## config.mk

```make
export PLATFORM = sky130hd
export DESIGN_NAME = pwm_demodulator_flat
export DESIGN_NICKNAME = d
export VERILOG_FILES = /design/src/rtl/pwm_demodulator_if.sv /design/src/rtl/pwm_demodulator.sv /design/src/flat_wrapper.sv
export SDC_FILE = /design/constraint.sdc
export NUM_CORES = 1
export LEC_CHECK = 0
export BUFFER_PORTS_ARGS = -buffer_cell sky130_fd_sc_hd__buf_2
export CAP_MARGIN = 15
export CORE_MARGIN = 1.5
export CORE_UTILIZATION = 65
export CTS_BUF_LIST = sky130_fd_sc_hd__clkbuf_4
export DETAILED_ROUTE_END_ITERATION = 8
export PLACE_DENSITY = 0.85
export REMOVE_ABC_BUFFERS = 1
export SETUP_SLACK_MARGIN = 0.2
export SLEW_MARGIN = 20
export SYNTH_ARGS = -nofsm -noshare
export SYNTH_HDL_FRONTEND = slang
export SYNTH_SLANG_ARGS = --single-unit
```

## constraint.sdc

```tcl
create_clock -name Demod_Clock -period 2.5 [get_ports Demod_Clock]
set_clock_uncertainty 0.05 [all_clocks]
set_input_delay 0.125 -clock Demod_Clock [delete_from_list [all_inputs] [get_ports Demod_Clock]]
set_output_delay 0.125 -clock Demod_Clock [all_outputs]
set_load 0.05 [all_outputs]
```

## src/rtl/pwm_demodulator_if.sv

```systemverilog
// Signal bundle between a PWM source and pwm_demodulator: the measured waveform
// in, and the duty/valid/period-error result out.
interface pwm_demodulator_if;
    logic       PWM_In;
    logic [7:0] Demod_Data;
    logic       Demod_Valid;
    logic       Period_Error;

    modport master (
        output PWM_In,
        input  Demod_Data,
        input  Demod_Valid,
        input  Period_Error
    );

    modport slave (
        input  PWM_In,
        output Demod_Data,
        output Demod_Valid,
        output Period_Error
    );
endinterface

```

## src/rtl/pwm_demodulator.sv

```systemverilog
// Measures PWM high time per period (nominal 256 clocks). Optional macro
// PWM_DEMOD_PERIOD_CHECK_EN builds the period comparator behind Period_Error.
module pwm_demodulator (
    input  logic              Demod_Clock,
    input  logic              Demod_Reset,
    pwm_demodulator_if.slave  bus
);
    localparam logic [8:0] PERIOD_FULL = 9'd256;

    typedef enum logic {
        IDLE    = 1'b0,
        MEASURE = 1'b1
    } state_t;

    state_t     state_reg, state_next;
    // [0] first synchronizer flop, [1] sampled signal s, [2] s_prev
    logic [2:0] sync_reg;
    logic [8:0] p_reg, p_next;
    logic [8:0] h_reg, h_next;
    logic [7:0] data_reg, data_next;
    logic       valid_reg, valid_next;

    logic       s_cur;
    logic       rise;
    logic       timeout;
    logic       edge_report;
    logic       timeout_report;
    logic [8:0] p_inc;
    logic [8:0] h_inc;
    logic [7:0] h_sat;

    assign s_cur   = sync_reg[1];
    assign rise    = sync_reg[1] & ~sync_reg[2];
    assign timeout = (p_reg == PERIOD_FULL);

    // Counters stick at 256; bit 8 set means exactly 256.
    assign p_inc = p_reg[8] ? p_reg : p_reg + 9'd1;
    assign h_inc = h_reg[8] ? h_reg : h_reg + 9'd1;
    assign h_sat = h_reg[8] ? 8'hFF : h_reg[7:0];

    always_ff @(posedge Demod_Clock or posedge Demod_Reset) begin
        if (Demod_Reset) begin
            sync_reg  <= 3'b000;
            state_reg <= IDLE;
            p_reg     <= 9'd0;
            h_reg     <= 9'd0;
            data_reg  <= 8'd0;
            valid_reg <= 1'b0;
        end else begin
            sync_reg  <= {sync_reg[1:0], bus.PWM_In};
            state_reg <= state_next;
            p_reg     <= p_next;
            h_reg     <= h_next;
            data_reg  <= data_next;
            valid_reg <= valid_next;
        end
    end

    always_comb begin
        state_next     = state_reg;
        p_next         = p_inc;
        h_next         = s_cur ? h_inc : h_reg;
        data_next      = data_reg;
        valid_next     = 1'b0;
        edge_report    = 1'b0;
        timeout_report = 1'b0;

        // A rising edge always wins over a coincident timeout.
        if (rise) begin
            p_next     = 9'd1;
            h_next     = 9'd1;
            state_next = MEASURE;
            if (state_reg == MEASURE) begin
                edge_report = 1'b1;
                data_next   = h_sat;
                valid_next  = 1'b1;
            end
        end else if (timeout) begin
            timeout_report = 1'b1;
            p_next         = 9'd0;
            h_next         = 9'd0;
            data_next      = h_sat;
            valid_next     = 1'b1;
            state_next     = MEASURE;
        end
    end

`ifdef PWM_DEMOD_PERIOD_CHECK_EN
    logic err_reg;

    always_ff @(posedge Demod_Clock or posedge Demod_Reset) begin
        if (Demod_Reset) begin
            err_reg <= 1'b0;
        end else if (edge_report) begin
            err_reg <= (p_reg != PERIOD_FULL);
        end else if (timeout_report) begin
            err_reg <= 1'b0;
        end
    end

    assign bus.Period_Error = err_reg;
`else
    logic unused_report;
    assign unused_report    = edge_report ^ timeout_report;
    assign bus.Period_Error = 1'b0;
`endif

    assign bus.Demod_Data  = data_reg;
    assign bus.Demod_Valid = valid_reg;
endmodule

```

## src/flat_wrapper.sv

```systemverilog
// flat-port wrapper written by rule: the top's interface ports become plain ports
module pwm_demodulator_flat 
  (Demod_Clock, Demod_Reset, bus_PWM_In, bus_Demod_Data, bus_Demod_Valid, bus_Period_Error);
  pwm_demodulator_if bus_i ();
  input  logic Demod_Clock;
  input  logic Demod_Reset;
  input wire logic [$bits(bus_i.PWM_In)-1:0] bus_PWM_In;
  output wire logic [$bits(bus_i.Demod_Data)-1:0] bus_Demod_Data;
  output wire logic [$bits(bus_i.Demod_Valid)-1:0] bus_Demod_Valid;
  output wire logic [$bits(bus_i.Period_Error)-1:0] bus_Period_Error;
  assign bus_i.PWM_In = bus_PWM_In;
  assign bus_Demod_Data = bus_i.Demod_Data;
  assign bus_Demod_Valid = bus_i.Demod_Valid;
  assign bus_Period_Error = bus_i.Period_Error;
  pwm_demodulator u_core (.Demod_Clock(Demod_Clock), .Demod_Reset(Demod_Reset), .bus(bus_i));
endmodule
```

; Word level (Yosys, flattened, before mapping)
; Index checks and enable logic that the tools add are counted.
[word_totals]
register_bits = 31
out_inout_bits = 10
wordCells = 36
[op_classes]
add_sub_neg = 2
n_eq_ne = 4
mux = 16
bitwise_logic = 2
reduce_logical = 4
[op_table]
columns = op, count
row1 = $mux 9, 7
row2 = $mux 8, 4
row3 = $add 9x1->9 const B, 2
row4 = $eq 9x9->1 const B, 1
row5 = $ne 3x3->1 const B, 2
row6 = $mux 1, 5
row7 = $reduce_and 2->1, 2
row8 = $reduce_bool 3->1, 1
row9 = $ne 2x1->1 const B, 1
row10 = $reduce_bool 2->1, 1
row11 = $and 1x1->1, 1
row12 = $not 1->1, 1

; Depth between registers and ports, before layout
[logic_depth]
ltp_word = 5
mapped_depth = 6
ltp_nobuf = 5

; Worst setup path after synthesis
; Ideal clock, no wire load.
[synth_timing]
kind = reg2reg
startpoint = reg u_core.p_reg[0]
endpoint = reg u_core.h_reg[8]
setup_time_ns = 0.119
arrival_ns = 1.473
required_ns = 2.331
slack_ns = 0.859
path_stages_with_launch = 6
n_path_buf = 0
period_less_slack_ns = 1.641
path_cell_list = dfrtp_1 inv_1 ha_1 or4bb_1 o21ai_4 o21ba_1
[synth_via]
elab_chain_len = 3
[synth_rtl]
columns = item, line
row1 = "start, declared", pwm_demodulator.sv:18  ; logic [8:0] p_reg, p_next;
row2 = "start signal, assigned", pwm_demodulator.sv:52  ; p_reg <= p_next;
row3 = $eq 9x9->1 (*), pwm_demodulator.sv:34  ; assign timeout = (p_reg == PERIOD_FULL);
row4 = $mux 9, pwm_demodulator.sv:78  ; end else if (timeout) begin
row5 = $mux 9, pwm_demodulator.sv:69  ; if (rise) begin
row6 = "end signal, assigned", pwm_demodulator.sv:53  ; h_reg <= h_next;
row7 = "end, declared", pwm_demodulator.sv:19  ; logic [8:0] h_reg, h_next;
; Mark *: on every way between the ends. The rest lies on a longest branch, timed or not.
; A chain may end at the register's enable or synchronous reset.

; Worst setup path in the final report
; Ends and elaborated chain as after synthesis.

==> run metrics <==
Rows 17; Worst-Skew Late Latency 330 ps; width of the die 51.0 um; crit-path max FO 10; highest attainable clock frequency 555 MHz; Worst Hold Launch u_core.sync_reg[0]; number of sinks on the clock net 31; pin slew with the least headroom to its limit 583 ps; RSZ-0062 raised after global routing no; most common cell in the netlist sky130_fd_sc_hd__dfrtp_1; Setup crit start kind flop; highest metal used met4; worst-case vdd ir drop 0.000606 V; fraction of registers with async set or reset after synthesis 100%; cell at the root of the clock tree sky130_fd_sc_hd__clkbuf_4; Max-Slew Margin vs Limit 61.1%; class of the tightest hold or removal check reg -> reg; number of cells on the worst hold path 0; Ys Warns 0; Pleak 0.818 nW; Clk pin slew, worst setup/hold paths 100 ps; antenna cell count 0; required time of the critical path 2680 ps; routed wl met3 126 um; IO Count 13; Setup Total Neg Slack 0 ps; Mean Syn Cell Area 10.5 um^2; H-Tree Level Count 2; post-placement setup slack 695 ps; CTS tree done; antenna violations before repair 0; total power per unit cell area 855 nW/um^2; synth-to-layout area growth 11.9%; end of the worst hold path u_core.sync_reg[1]; length of the first detailed-routing pass in iterations 6; half-perimeter wire length after detailed placement 1870 um; first-pass GRT wire length 4700 um; die outline height 51.0 um; detailed-routed wire length on met2 1360 um; register area share after synthesis 51.8%; critical path start-end classification reg -> reg; biggest area contributors in the synthesized netlist sky130_fd_sc_hd__dfrtp_1 (52%), sky130_fd_sc_hd__mux2i_1 (6.0%), sky130_fd_sc_hd__nor2_1 (3.8%), sky130_fd_sc_hd__inv_1 (3.5%), sky130_fd_sc_hd__a21oi_1 (3.0%); detailed router's first-iteration violation count 29; final clock period utilization by the worst path 72.1%; count of final max-slew check failures 0; cells on worst reg2reg path 5; routability-driven placement congestion ratio 0.838; endpoint of the worst-slack reg-to-reg timing path u_core.h_reg[8]; cell taking the most area after synthesis sky130_fd_sc_hd__dfrtp_1; post-route minimum period 1800 ps; remaining routing DRC violations 0; number of instances resized during post-cts repair 0; post-DR wirelength/cell 14.7 um; drt total wl 2760 um; number of enable flip-flop cells after synthesis 0; routed vias 1,116; worst-case setup margin in the final layout 698 ps; most frequent cells after synthesis sky130_fd_sc_hd__dfrtp_1 (31), sky130_fd_sc_hd__nor2_1 (15), sky130_fd_sc_hd__inv_1 (14), sky130_fd_sc_hd__a21oi_1 (9), sky130_fd_sc_hd__mux2i_1 (9); ratio of routed vias to standard cells 5.94; final setup fails 0; gate count of the mapped netlist 142; portion of synthesized cell area occupied by the leading cell type 51.8%; Core Box Area 2190 um^2; number of violations of the max-capacitance limit 0; number of I/O port buffers 11; total clock buffers created by CTS 5; overall global routing resource usage 25.5%; layout cell share with drive strength beyond 1 16.3%; global-route congestion overflow total 0; Final Hold Vio Count 0; clk buf depth 2; largest net degree at the start of global routing 32; most common flop cell mapped by yosys sky130_fd_sc_hd__dfrtp_1; antenna violation net count after detailed routing 0; effective utilization at floorplan 68.3%; number of nets in the final layout 165; endpoint arrival time on the critical path 1980 ps; vias in the first global route 1,065; endpoint class of the critical path flop; number of distinct library cells after synthesis 38; worst-case register-to-register setup slack 700 ps; cell area after technology mapping 1500 um^2; floorplan die area 2600 um^2; met1 wire length 1230 um; startpoint of the worst register-to-register path u_core.p_reg[0]; register bit total from synthesis 31; result of the run completed
## power breakdown
| part | leakage [nW] | switching (mW) | internal (mW) | total [mW] |
|---|---|---|---|---|
| Sequential | 0.403 | 0.107 | 0.578 | 0.685 |
| Combinational | 0.373 | 0.236 | 0.134 | 0.370 |
| Clock | 0.0426 | 0.171 | 0.206 | 0.377 |
| Total | 0.818 | 0.514 | 0.917 | 1.43 |
## cell type report
cell class                 count  area [um^2]
fill                         148          517
inverter                      14         52.6
sequential                    31          776
tap                           28         35.0
clock inverter                 3         38.8
timing repair buffer          15         90.1
clock buffer                   5         37.5
multi-input combinational     92          644
## metal layers
layer / track usage, % / vias up
li1: - / 523
met4: 11.7 / 0
met2: 40.3 / 37
met1: 31.2 / 550
met3: 9.06 / 6
met5: 0 / -
## repair_timing
action / 4_1_cts / 5_1_grt
endpoints found under the hold margin: 32 / 0
hold buffers: 2 / 0
setup buffers: 0 / 0
## logic make-up after synthesis
logic type / Yosys count / share of synthesized area, %
other cells: 1 / 0.251
flops: 31 / 51.8
buf+inv: 19 / 5.10
fa+ha+maj: 3 / 2.51
simple gates: 49 / 20.7
mux: 9 / 6.02
xor+xnor: 5 / 2.93
compound gates: 25 / 10.7
## critical path: stages (launching register included)
cell and delay (ps):
sky130_fd_sc_hd__dfrtp_1 440, sky130_fd_sc_hd__inv_1 80, sky130_fd_sc_hd__ha_1 160, sky130_fd_sc_hd__or4bb_1 480, sky130_fd_sc_hd__o21ai_4 310, sky130_fd_sc_hd__o21ba_1 190
## worst max path at each step
stage	startpoint	endpoint	cells past startpoint
5_1_grt	u_core.p_reg[0]	u_core.h_reg[8]	5
3_3_place_gp	u_core.p_reg[0]	u_core.h_reg[8]	5
3_5_place_dp	u_core.p_reg[0]	u_core.h_reg[8]	5
4_1_cts	u_core.p_reg[0]	u_core.h_reg[8]	5
2_1_floorplan	u_core.p_reg[0]	u_core.bus.Demod_Data[0]	5
6_report	u_core.p_reg[0]	u_core.h_reg[8]	5
## through the flow
step	area, um^2	std cells	power (mW)	utilization (%)	hold slack [ps]
detailed placement	1580	178	1.06	72.0	183
global route	1670	188	1.51	76.4	317
floorplan	1470	137	0.963	-	106
finish	1670	188	1.43	76.4	310
CTS	1670	188	1.44	76.4	313
global placement	1580	178	1.03	72.0	164
## cell usage in the layout (no fill, tap or decap), types with 2 or more instances in the layout
master | synthesis | layout
sky130_fd_sc_hd__dlygate4sd3_1 | 0 | 2
sky130_fd_sc_hd__inv_1 | 14 | 14
sky130_fd_sc_hd__o31ai_1 | 2 | 2
sky130_fd_sc_hd__nand2_1 | 4 | 4
sky130_fd_sc_hd__nand3_1 | 2 | 2
sky130_fd_sc_hd__nor2_1 | 15 | 15
sky130_fd_sc_hd__ha_1 | 3 | 3
sky130_fd_sc_hd__nand2b_1 | 3 | 3
sky130_fd_sc_hd__buf_4 | 1 | 2
sky130_fd_sc_hd__clkbuf_4 | 0 | 5
sky130_fd_sc_hd__a21oi_1 | 9 | 9
sky130_fd_sc_hd__dfrtp_1 | 31 | 31
sky130_fd_sc_hd__or4_1 | 2 | 2
sky130_fd_sc_hd__nand4_1 | 2 | 2
sky130_fd_sc_hd__xor2_1 | 3 | 3
sky130_fd_sc_hd__xnor2_1 | 2 | 2
sky130_fd_sc_hd__buf_2 | 1 | 11
sky130_fd_sc_hd__o21ai_0 | 7 | 7
sky130_fd_sc_hd__mux2i_1 | 9 | 9
sky130_fd_sc_hd__nor2b_1 | 2 | 2
sky130_fd_sc_hd__nand4b_1 | 4 | 4
sky130_fd_sc_hd__or3_1 | 6 | 6
Note: power is estimated with default switching activity, not from simulation.
